File: config.mk
export PLATFORM = sky130hd
export DESIGN_NAME = riscv_lsu
export DESIGN_NICKNAME = d
export VERILOG_FILES = /design/src/rtl/riscv_lsu.sv
export SDC_FILE = /design/constraint.sdc
export NUM_CORES = 1
export LEC_CHECK = 0
export CAP_MARGIN = 40
export CORE_MARGIN = 5
export CORE_UTILIZATION = 45
export CTS_BUF_LIST = sky130_fd_sc_hd__clkbuf_8
export DETAILED_ROUTE_END_ITERATION = 16
export GPL_TIMING_DRIVEN = 0
export PLACE_DENSITY = 0.81
export SLEW_MARGIN = 5
export SYNTH_ARGS = -nofsm -noshare
export SYNTH_HDL_FRONTEND = slang
export SYNTH_SLANG_ARGS = --single-unit
File: constraint.sdc
create_clock -name clk -period 4.14 [get_ports clk]
set_clock_uncertainty 0.05 [all_clocks]
set_input_delay 0.621 -clock clk [delete_from_list [all_inputs] [get_ports clk]]
set_output_delay 0.621 -clock clk [all_outputs]
set_load 0.02 [all_outputs]
File: src/rtl/riscv_lsu.sv
`default_nettype none
// +----------------------------------------------------------------------------+
// | riscv_lsu : single-outstanding byte/half/word load-store unit (req/gnt/rvalid)
// | Optional RISCV_LSU_MISALIGN_CHK_EN: traps misaligned half/word accesses     |
// | Rev 1.0                                                                    |
// +----------------------------------------------------------------------------+
module riscv_lsu #(
  parameter int ADDR_W      = 32,
  parameter int RSP_TIMEOUT = 255
) (
  input  logic              clk,
  input  logic              reset_n,
  input  logic              lsu_valid_i,
  output logic              lsu_ready_o,
  input  logic              lsu_store_i,
  input  logic [1:0]        lsu_size_i,
  input  logic              lsu_zero_ext_i,
  input  logic [ADDR_W-1:0] lsu_addr_i,
  input  logic [31:0]       lsu_wdata_i,
  output logic              mem_req_o,
  output logic              mem_we_o,
  output logic [ADDR_W-1:0] mem_addr_o,
  output logic [3:0]        mem_be_o,
  output logic [31:0]       mem_wdata_o,
  input  logic              mem_gnt_i,
  input  logic              mem_rvalid_i,
  input  logic [31:0]       mem_rdata_i,
  output logic              lsu_done_o,
  output logic [31:0]       lsu_rdata_o,
  output logic              lsu_err_o
);

  localparam int CNT_W = (RSP_TIMEOUT > 2) ? $clog2(RSP_TIMEOUT) : 1;
  localparam logic [CNT_W-1:0] CNT_LAST = CNT_W'(RSP_TIMEOUT - 1);

  typedef enum logic [1:0] {
    IDLE = 2'd0,
    REQ  = 2'd1,
    WAIT = 2'd2,
    DONE = 2'd3
  } state_t;

  state_t            state, state_nxt;
  logic              store_q, zext_q, err_q;
  logic [1:0]        size_q, off_q;
  logic [ADDR_W-1:0] addr_q;
  logic [3:0]        be_q, be_in;
  logic [31:0]       wdata_q, wdata_in, rdata_q, fmt_rdata, fin_rdata, sh_b, sh_h;
  logic [CNT_W-1:0]  cnt_q;
  logic              accept, misalign, bad_req, finish, fin_err, cnt_clr, cnt_inc;

  assign accept = lsu_valid_i && (state == IDLE);

`ifdef RISCV_LSU_MISALIGN_CHK_EN
  assign misalign = ((lsu_size_i == 2'b01) && lsu_addr_i[0]) ||
                    ((lsu_size_i == 2'b10) && (lsu_addr_i[1:0] != 2'b00));
`else
  assign misalign = 1'b0;
`endif

  assign bad_req = (lsu_size_i == 2'b11) || misalign;

  always_comb begin
    be_in    = 4'b0000;
    wdata_in = lsu_wdata_i;
    case (lsu_size_i)
      2'b00: begin
        be_in    = 4'b0001 << lsu_addr_i[1:0];
        wdata_in = {4{lsu_wdata_i[7:0]}};
      end
      2'b01: begin
        be_in    = 4'b0011 << {lsu_addr_i[1], 1'b0};
        wdata_in = {2{lsu_wdata_i[15:0]}};
      end
      2'b10:   be_in = 4'b1111;
      default: be_in = 4'b0000;
    endcase
  end

  // Lane select for the returning word, using the offset captured at accept.
  assign sh_b = mem_rdata_i >> {off_q, 3'b000};
  assign sh_h = mem_rdata_i >> {off_q[1], 4'b0000};

  always_comb begin
    case (size_q)
      2'b00:   fmt_rdata = {{24{~zext_q & sh_b[7]}}, sh_b[7:0]};
      2'b01:   fmt_rdata = {{16{~zext_q & sh_h[15]}}, sh_h[15:0]};
      default: fmt_rdata = mem_rdata_i;
    endcase
  end

  always_comb begin
    state_nxt = state;
    finish    = 1'b0;
    fin_err   = 1'b0;
    fin_rdata = 32'h0;
    cnt_clr   = 1'b0;
    cnt_inc   = 1'b0;
    case (state)
      IDLE: begin
        if (lsu_valid_i) begin
          if (bad_req) begin
            state_nxt = DONE;
            finish    = 1'b1;
            fin_err   = 1'b1;
          end else begin
            state_nxt = REQ;
          end
        end
      end
      REQ: begin
        if (mem_gnt_i) begin
          if (store_q) begin
            state_nxt = DONE;
            finish    = 1'b1;
          end else begin
            state_nxt = WAIT;
            cnt_clr   = 1'b1;
          end
        end
      end
      WAIT: begin
        if (mem_rvalid_i) begin
          state_nxt = DONE;
          finish    = 1'b1;
          fin_rdata = fmt_rdata;
        end else if ((RSP_TIMEOUT != 0) && (cnt_q == CNT_LAST)) begin
          state_nxt = DONE;
          finish    = 1'b1;
          fin_err   = 1'b1;
        end else begin
          cnt_inc = 1'b1;
        end
      end
      DONE:    state_nxt = IDLE;
      default: state_nxt = IDLE;
    endcase
  end

  always_ff @(posedge clk or negedge reset_n) begin
    if (!reset_n) begin
      state   <= IDLE;
      store_q <= 1'b0;
      zext_q  <= 1'b0;
      size_q  <= 2'b00;
      off_q   <= 2'b00;
      addr_q  <= '0;
      be_q    <= 4'b0000;
      wdata_q <= 32'h0;
      rdata_q <= 32'h0;
      err_q   <= 1'b0;
      cnt_q   <= '0;
    end else begin
      state <= state_nxt;
      if (accept) begin
        store_q <= lsu_store_i;
        zext_q  <= lsu_zero_ext_i;
        size_q  <= lsu_size_i;
        off_q   <= lsu_addr_i[1:0];
        addr_q  <= {lsu_addr_i[ADDR_W-1:2], 2'b00};
        be_q    <= be_in;
        wdata_q <= wdata_in;
      end
      if (cnt_clr) begin
        cnt_q <= '0;
      end else if (cnt_inc) begin
        cnt_q <= cnt_q + 1'b1;
      end
      if (finish) begin
        rdata_q <= fin_rdata;
        err_q   <= fin_err;
      end
    end
  end

  assign lsu_ready_o = (state == IDLE);
  assign mem_req_o   = (state == REQ);
  assign mem_we_o    = store_q;
  assign mem_addr_o  = addr_q;
  assign mem_be_o    = be_q;
  assign mem_wdata_o = wdata_q;
  assign lsu_done_o  = (state == DONE);
  assign lsu_rdata_o = rdata_q;
  assign lsu_err_o   = err_q;

endmodule
`default_nettype wire

==> results.md, run 1 <==
* Yosys reg bits at approximately 120
* CP endpoint kind: output port
* CP max stage cell: clkdlybuf4s50_1
* ANT nets after route at 0
* Ports at between 200 and 250
* Seq/Total Area, Yosys at 51.0%
* Worst VDD drop at 542 uV
* GPL Wtd Cong at just under 0.9
* Async set-or-reset flop fraction in the synthesized netlist at 100%
* Post-Syn Area at around 5600 sq um
* Design Area, Final at around 8300 sq um
* Fmax at 392 MHz
* Initial antenna violation count at 0
* RSZ-0062 raised after global routing: no
* IO Port Bufs at between 200 and 250
* Initial DRC Count at around 230
* Grt total ovfl at 0
* TritonCTS clock tree: done
* Leakage at around 3.6 nW
* Slew margin rel. at a little under half
* Post-synth EDFFs at 0
* Distinct cells, synth at 55
* Max incr delay on CP at between 0.6 and 0.7 ns
* Max-Cap Viols at 0
* Final setup violation count at 0
* Clk slew on worst S/H paths at 0.06 ns
* CTS max path bufs at 2
* Vias per cell at between 5 and 6
* Clk_lat worst skew at approximately 0.44 ns
* Hold WC Path Type: primary input to async pin
* Final Hold Viols at 0
* CP Data Required Time at approximately 3.5 ns
* Die Span Y at around 120 microns
* Largest net degree at the start of global routing at 60
* Ant. Diodes at 0
* Ys Warns at 0
* Core Area at around 12000 sq um
* Share of cells above drive strength 1 at 13.8%
* Avg WL per Cell at ~19 microns
* Cell Area, Placed at between 7000 and 8000 sq um
* DR vias at around 5000
* Setup repair bufs after CTS at 0
* Area grow syn2layout at 47.1%
* Die W at around 120 microns
* Power per Cell Area at roughly 720 nW/um^2
* CP max FO at 5
* Initial Utilization at a little under half
* H-tree depth at 4
* Rows at approximately 40
* Startpoint types: register
* Area contributors post-synth: dfrtp_1, mux2_2, mux2i_1
* Clock root buffer: clkbuf_8
* Setup TNS at 0 ns
* FILL cells at a little under 1000
* Die Area at around 15000 sq um
* Vias in the first global route at between 5000 and 6000
* Routed WL at around 17 mm
* Critical Path AT at ~1.9 ns
* Top-area cell type share of the netlist area at between 50% and 60%
* Period utilization at between 60 and 70%
* Max-slew violations at 0
* Clock period minus worst slack at 2.55 ns
* Crit-path cells: inv_1 -> ha_1 -> clkdlybuf4s50_1
* GR Util All Layers at a little under a quarter
* Slew at the pin closest to its max-slew limit at around 0.80 ns
* Mean post-synth cell area at about 11 sq um
* Hold_buf cts at 0
* Total Nets Final at 846
* Outcome: finished clean
* Post-DP HPWL at about 13 mm
* Ys flop type: dfrtp_1
* Gate Count Post-Synth at between 500 and 600
* DR DRC count at 0
* Post-CTS resize count at 0
* Synth area leader: dfrtp_1
* Setup CP Type: register to output port
* TritonCTS Buffers at 17
* First-pass GRT wire length at ~27 mm
* Clock Sinks at between 100 and 150
* DR pass1 iterations at 4
==> report_power, final <==
group / total [mW] / leakage (nW) / switching, mW / internal (mW)
logic: 3.12 / 1.97 / 1.58 / 1.54
registers: 1.91 / 1.43 / 0.297 / 1.62
clock network: 0.923 / 0.185 / 0.450 / 0.473
total: 5.95 / 3.59 / 2.33 / 3.63
==> cell type report <==
cell class / count / area, sq um / area share [%]
Buffer: 37 / 215 / 2.59
Clock buffer: 18 / 248 / 2.98
Clock inverter: 14 / 100 / 1.21
Inverter: 13 / 48.8 / 0.588
Multi-Input combinational cell: 343 / 2510 / 30.2
Sequential cell: 115 / 2880 / 34.7
Tap cell: 172 / 215 / 2.59
Timing Repair Buffer: 207 / 2090 / 25.2
==> cells in the mapped netlist, drive strengths merged, types with 3 or more instances <==
master	instances
or3	3
a31oi	7
nand3	4
nand2b	11
nand3b	3
inv	12
a221o	24
clkbuf	20
a2111oi	7
nor2	33
a2bb2oi	6
nor2b	4
nand4	3
ha	7
o21ai	33
a211o	7
and3b	7
dfrtp	115
mux2	46
mux2i	35
buf	16
nand2	48
a21oi	22
==> cells in the final DEF, fill, tap and decap left out, drive strengths merged, types with 6 or more instances in the layout <==
master | netlist | routed
inv | 12 | 16
a221o | 24 | 24
a31oi | 7 | 7
nor2 | 33 | 33
a21oi | 22 | 22
clkbuf | 20 | 38
nand2b | 11 | 11
clkinv | 1 | 6
a211o | 7 | 7
a2111oi | 7 | 7
nand2 | 48 | 48
dfrtp | 115 | 115
o21ai | 33 | 33
clkdlybuf4s50 | 0 | 205
ha | 7 | 7
mux2 | 46 | 46
a2bb2oi | 6 | 6
buf | 16 | 18
mux2i | 35 | 35
and3b | 7 | 7
==> path summary, 6_finish.rpt <==
check                                     start               to  slack, ns  cells past startpoint
worst max-delay path                   state[1]        mem_req_o       1.59                      3
worst min-delay path                    reset_n  lsu_rdata_o[18]       0.09                      1
worst max register to register         state[0]  lsu_rdata_o[25]       1.77                      7
worst min register to register  mem_wdata_o[30]  mem_wdata_o[30]       0.43                      2
max in group asynchronous               reset_n    mem_addr_o[7]       3.27                      2
min in group clk                mem_wdata_o[30]  mem_wdata_o[30]       0.43                      2
==> critical path: cells and delay by family, from the launching register on <==
family,cells,cell delay [ns]
adder cells (fa/ha/maj),1,0.26
buffers and inverters,2,0.77
flip-flops,1,0.41
==> kinds of logic after synthesis <==
| group | share of synthesized area (%) |
|---|---|
| AND/OR/NAND/NOR | 11.1 |
| AO/OA/AOI/OAI | 15.5 |
| flip-flops | 51.0 |
| multiplexers | 15.4 |
| buffers and inverters | 4.68 |
| adder cells (fa/ha/maj) | 1.55 |
| XOR/XNOR | 0.621 |
| other | 0.0664 |
==> state kept, by name, indices dropped and copies added, names as in the netlist <==
| register | count |
|---|---|
| lsu_rdata_o | 32 |
| mem_wdata_o | 32 |
| mem_addr_o | 30 |
| cnt_q | 8 |
| mem_be_o | 4 |
| off_q | 2 |
| size_q | 2 |
| state | 2 |
| lsu_err_o | 1 |
| mem_we_o | 1 |
| zext_q | 1 |
==> metal layers <==
metal  vias up  routed length (microns)  GRT usage, %
li1       2299                        -             -
met1      2415                     6580          26.0
met2       207                     8290          40.2
met3        32                     1890          11.1
met4         0                      454          9.45
met5         -                        0             0
==> stage by stage <==
| step | setup slack, ns | power (mW) | utilization [%] | std cells | hold slack, ns |
|---|---|---|---|---|---|
| CTS | 1.55 | 6.00 | 66.6 | 919 | 0.0867 |
| detailed placement | 1.39 | 5.06 | 63.8 | 887 | 0.420 |
| finish | 1.59 | 5.95 | 66.6 | 919 | 0.0857 |
| global placement | -1.99 | 4.97 | 63.6 | 886 | 0.410 |
| global route | 1.49 | 6.31 | 66.6 | 919 | 0.102 |
| floorplan | 2.05 | 3.63 | - | 508 | 0.275 |
(Power assumes the default switching activity.)
==> run 2: changes to the inputs <==
==> constraint.sdc (replaced) <==
create_clock -name clk -period 2.5 [get_ports clk]
set_clock_uncertainty 0.05 [all_clocks]
set_input_delay 0.375 -clock clk [delete_from_list [all_inputs] [get_ports clk]]
set_output_delay 0.375 -clock clk [all_outputs]
set_load 0.02 [all_outputs]
==> results.md, run 2 (synthesized netlist as in run 1, its figures left out) <==
* Startpoint types: register (unchanged)
* Setup CP Type: register to register (was register to output port)
* CP max FO at 10 (was 5)
* Critical Path AT at 2.71 ns (was 1.88 ns)
* Die W at 122 microns (unchanged)
* P_sw at 3.85 mW (was 2.33 mW)
* Clock root buffer: clkbuf_8 (unchanged)
* ANT nets after route at 0 (unchanged)
* TritonCTS clock tree: done (unchanged)
* Int Pwr at 6.01 mW (was 3.63 mW)
* Outcome: finished clean (unchanged)
* Clk slew on worst S/H paths at 0.07 ns (was 0.06 ns)
* R2R Setup Slk at 0.12 ns (was 1.77 ns)
* CP Data Required Time at 2.83 ns (was 3.47 ns)
* IO Port Bufs at 206 (unchanged)
* Max-Cap Viols at 0 (unchanged)
* Largest net degree at the start of global routing at 60 (unchanged)
* Max incr delay on CP at 0.47 ns (was 0.64 ns)
* Clock power frac at 15.5% (about the same)
* Power per Cell Area at 1190 nW/um^2 (was 717 nW/um^2)
* Post-DP HPWL at 13.3 mm (unchanged)
* Share of cells above drive strength 1 at 13.9% (was 13.8%)
* Initial Utilization at 45.3% (unchanged)
* Max-slew violations at 0 (unchanged)
* Initial DRC Count at 209 (was 232)
* Grt total ovfl at 0 (unchanged)
* Most frequent cells in the layout: clkdlybuf4s50_1, dfrtp_1, nand2_1 (unchanged)
* Die Area at 14900 sq um (unchanged)
* Clock Sinks at 115 (unchanged)
* Leakage at 3.60 nW (was 3.59 nW)
* Ant. Diodes at 0 (unchanged)
* Core Area at 12500 sq um (unchanged)
* CP endpoint kind: register (was output port)
* GR Util All Layers at 23.8% (unchanged)
* CP max stage cell: a2111oi_0 (was clkdlybuf4s50_1)
* Period utilization at 95.2%
* FILL cells at 961 (unchanged)
* Area grow syn2layout at 47.3% (was 47.1%)
* Final setup violation count at 0 (unchanged)
* GPL Wtd Cong at 0.875 (unchanged)
* TritonCTS Buffers at 17 (unchanged)
* Slew at the pin closest to its max-slew limit at 0.817 ns (was 0.804 ns)
* H-tree depth at 4 (unchanged)
* Cell Area, Placed at 7960 sq um (unchanged)
* Die Span Y at 122 microns (unchanged)
* Total Nets Final at 847 (was 846)
* Worst VDD drop at 897 uV (was 542 uV)
* Crit-path cells: inv_1 -> ha_1 -> buf_2 -> nand3b_1 -> a2111oi_0 -> and3_1 -> buf_6 -> buf_8 -> a221o_1 (was inv_1 -> ha_1 -> clkdlybuf4s50_1)
* Initial antenna violation count at 0 (unchanged)
* First-pass GRT wire length at 27.4 mm (unchanged)
* Clk_lat worst skew at 0.44 ns (about the same)
* Design Area, Final at 8320 sq um (was 8300 sq um)
* Commonest non-fill, non-tap cell in the layout: clkdlybuf4s50_1 (unchanged)
* Slew margin rel. at 45.1% (was 45.9%)
* Vias in the first global route at 5367 (unchanged)
* Comb power frac at 52.4% (was 52.3%)
* Setup repair bufs after CTS at 0 (unchanged)
* RR Startpoint: state[0] (unchanged)
* RSZ-0062 raised after global routing: yes (was no)
* Routed WL at 17.2 mm (about the same)
* Switching share of total power at 39.1% (about the same)
* CTS max path bufs at 2 (unchanged)
* DR DRC count at 0 (unchanged)
* DR vias at 4948 (was 4953)
* DR pass1 iterations at 4 (unchanged)
* Fmax at ~420 MHz
* Avg WL per Cell at 18.7 microns (about the same)
* Clock period minus worst slack at ~2.4 ns
* Rows at 41 (unchanged)
* Part of the power in registers at 32.1% (about the same)
* Worst setup path startpoint: state[0] (was state[1])
* WHS at 0.412 ns (was 0.0857 ns)
* Final Hold Viols at 0 (unchanged)
* Hold WC Path Type: primary input to async pin (unchanged)
* Ports at 210 (unchanged)
* Vias per cell at 5.38 (was 5.39)
==> run 2: repair_timing <==
| item | in CTS | in global routing |
|---|---|---|
| hold endpoints to repair | 56 | 0 |
| endpoints found under the setup margin | 0 | 10 |
| hold buffers | 1 | 0 |
| resized for setup | 0 | 1 |
==> run 2: cell type report <==
class | instances | area, sq um | share of cell area (%)
multi-input cells | 343 | 2510 | 30.2
clock inverters | 14 | 100 | 1.20
plain buffers | 37 | 215 | 2.59
clock buffers | 18 | 248 | 2.98
repair buffers | 208 | 2100 | 25.3
flip-flops and latches | 115 | 2880 | 34.6
well taps | 172 | 215 | 2.59
inverters | 13 | 48.8 | 0.587
==> run 2: critical path, delay by kind of cell, from the launching register on <==
family                     cells  cell delay [ns]
DFF                            1             0.42
adders and majority gates      1             0.15
and+or+nand+nor                2             0.53
buffers and inverters          4             0.57
AOI/OAI and AO/OA              2             0.59
==> run 2: through the flow <==
stage | total power [mW] | TNS (ns) | cells | utilization, % | setup WS, ns
after floorplan | 6.00 | 0 | 508 | - | 0.412
after global routing | 10.5 | -0.00577 | 920 | 66.7 | -0.00577
after detailed placement | 8.38 | -0.00688 | 887 | 63.8 | -0.00688
after CTS | 9.94 | 0 | 920 | 66.7 | 0.119
final | 9.86 | 0 | 920 | 66.7 | 0.119
after global placement | 8.23 | -388.10 | 886 | 63.6 | -3.38
==> run 2: per-layer routing <==
| metal | GRT usage [%] | vias to the layer above | part of all wire [%] |
|---|---|---|---|
| met5 | 0 | - | 0 |
| met4 | 9.45 | 0 | 2.6 |
| met3 | 11.1 | 34 | 11 |
| li1 | - | 2300 | - |
| met1 | 26.0 | 2405 | 38 |
| met2 | 40.2 | 209 | 48 |
==> run 2: power groups by stage <==
stage	sequential [mW]	clock (mW)	combinational (mW)
floorplan	4.01	0	2.00
CTS	3.17	1.56	5.21
detailed placement	3.19	0	5.18
finish	3.17	1.53	5.16
global placement	3.14	0	5.08
global route	3.27	1.64	5.54
==> run 2: path summary, 6_finish.rpt <==
path / endpoint / cells past startpoint
setup / recovery: lsu_rdata_o[25] / 9
hold / removal: lsu_rdata_o[18] / 2
setup reg to reg: lsu_rdata_o[25] / 9
hold reg to reg: mem_wdata_o[30] / 2
max in group asynchronous: mem_addr_o[7] / 3
min in group clk: mem_wdata_o[30] / 2
==> run 3: changes to the inputs <==
==> constraint.sdc (replaced) <==
create_clock -name clk -period 3 [get_ports clk]
set_clock_uncertainty 0.05 [all_clocks]
set_input_delay 0.45 -clock clk [delete_from_list [all_inputs] [get_ports clk]]
set_output_delay 0.45 -clock clk [all_outputs]
set_load 0.02 [all_outputs]
==> results.md, run 3 (synthesized netlist as in run 1, its figures left out) <==
* Clock root buffer: clkbuf_8 (unchanged)
* R2R Setup Slk at 0.61 ns (was 0.12 ns)
* Area grow syn2layout at 47.3% (about the same)
* DR vias at 4946 (was 4948)
* Max-Cap Viols at 0 (unchanged)
* CTS max path bufs at 2 (unchanged)
* Rows at 41 (unchanged)
* Post-DP HPWL at 13.3 mm (unchanged)
* RSZ-0062 raised after global routing: no (was yes)
* Hold_buf cts at 1 (unchanged)
* Final Hold Viols at 0 (unchanged)
* Final cell count without fillers at 920 (unchanged)
* Post-route setup slack at 0.610 ns (was 0.119 ns)
* Power per Cell Area at 988 nW/um^2 (was 1190 nW/um^2)
* Critical Path AT at 2.72 ns (was 2.71 ns)
* Grt total ovfl at 0 (unchanged)
* Largest net degree at the start of global routing at 60 (unchanged)
* Period utilization at 79.7% (was 95.2%)
* Clock Sinks at 115 (unchanged)
* Setup repair bufs after CTS at 0 (unchanged)
* Cell total after placement at 887 (unchanged)
* Worst VDD drop at 747 uV (was 897 uV)
* Slew margin rel. at 45.0% (was 45.1%)
* Vias in the first global route at 5367 (unchanged)
* Final setup violation count at 0 (unchanged)
* Outcome: finished clean (unchanged)
* Fmax at 418 MHz (was 420 MHz)
* Die W at 122 microns (unchanged)
* CP Data Required Time at 3.33 ns (was 2.83 ns)
* IO Port Bufs at 206 (unchanged)
* ANT nets after route at 0 (unchanged)
* Ant. Diodes at 0 (unchanged)
* First-pass GRT wire length at 27.4 mm (unchanged)
* WHS at 0.425 ns (was 0.412 ns)
* Hold WC Path Type: register to register (was primary input to async pin)
* Clk_lat worst skew at 0.44 ns (about the same)
* Slew at the pin closest to its max-slew limit at 0.818 ns (was 0.817 ns)
* Core Area at 12500 sq um (unchanged)
* Clock period minus worst slack at 2.39 ns (was 2.38 ns)
* Place WS at 0.418 ns (was -0.00688 ns)
* Startpoint types: register (unchanged)
* Total Nets Final at 847 (unchanged)
* CP endpoint kind: register (unchanged)
* Initial DRC Count at 225 (was 209)
* Clk slew on worst S/H paths at 0.07 ns (about the same)
* Max-slew violations at 0 (unchanged)
* Avg WL per Cell at 18.7 microns (about the same)
* Ports at 210 (unchanged)
* Routed WL at 17.2 mm (about the same)
* CP max FO at 10 (unchanged)
* GR Util All Layers at 23.8% (unchanged)
* Setup CP Type: register to register (unchanged)
* Vias per cell at 5.38 (about the same)
* Initial Utilization at 45.3% (unchanged)
* Leakage at 3.60 nW (about the same)
* DR pass1 iterations at 4 (unchanged)
* GPL Wtd Cong at 0.875 (unchanged)
* H-tree depth at 4 (unchanged)
* DR DRC count at 0 (unchanged)
* TritonCTS Buffers at 17 (unchanged)
* Share of cells above drive strength 1 at 13.8% (was 13.9%)
* Commonest non-fill, non-tap cell in the layout: clkdlybuf4s50_1 (unchanged)
* Most frequent cells in the layout: clkdlybuf4s50_1, dfrtp_1, nand2_1 (unchanged)
* Initial antenna violation count at 0 (unchanged)
* Die Span Y at 122 microns (unchanged)
* Tot Pwr at 8.22 mW (was 9.86 mW)
* Post-CTS resize count at 0 (unchanged)
* Die Area at 14900 sq um (unchanged)
* TritonCTS clock tree: done (unchanged)
## run 3: changes by cell type in the layout (fill, tap and decap cells not counted)
cell    before  now
nor2_1      32   33
nor2_2       1    0
## run 3: worst paths after layout
check | startpoint | to | depth (start not counted)
worst max-delay path | state[0] | lsu_rdata_o[25] | 7
worst min-delay path | mem_wdata_o[30] | mem_wdata_o[30] | 2
worst max register to register | state[0] | lsu_rdata_o[25] | 7
worst min register to register | mem_wdata_o[30] | mem_wdata_o[30] | 2
max in group asynchronous | reset_n | mem_addr_o[7] | 3
min in group asynchronous | reset_n | lsu_rdata_o[18] | 2
## run 3: per-stage QoR
stage	setup TNS (ns)	area, sq um	utilization [%]
finish	0	8310	66.7
global route	0	8310	66.7
CTS	0	8310	66.7
detailed placement	0	7960	63.8
global placement	-339.23	7930	63.6
floorplan	0	5650	-
## run 3: worst max-delay path: stages (launching register included)
cell and delay, ns:
dfrtp_1 0.42, inv_1 0.13, ha_1 0.15, buf_2 0.18, nand3b_1 0.27, nor2_1 0.44
dlygate4sd1_1 0.47, a221o_1 0.22
## run 3: cell type report
| type | count | area [sq um] |
|---|---|---|
| Tap cell | 172 | 215 |
| Fill cell | 960 | 4150 |
| Timing Repair Buffer | 208 | 2100 |
| Clock buffer | 18 | 248 |
| Sequential cell | 115 | 2880 |
| Buffer | 37 | 215 |
| Inverter | 13 | 48.8 |
| Clock inverter | 14 | 100 |
| Multi-Input combinational cell | 343 | 2510 |
## run 3: per-layer routing
layer	GRT usage (%)	vias to the layer above	routed length, microns
li1	-	2301	-
met1	26.0	2408	6640
met2	40.2	204	8320
met3	11.1	33	1830
met4	9.45	0	456
met5	0	-	0
## run 3: power breakdown
part | switching (mW) | internal, mW
clock network | 0.623 | 0.652
logic | 2.18 | 2.12
registers | 0.410 | 2.23
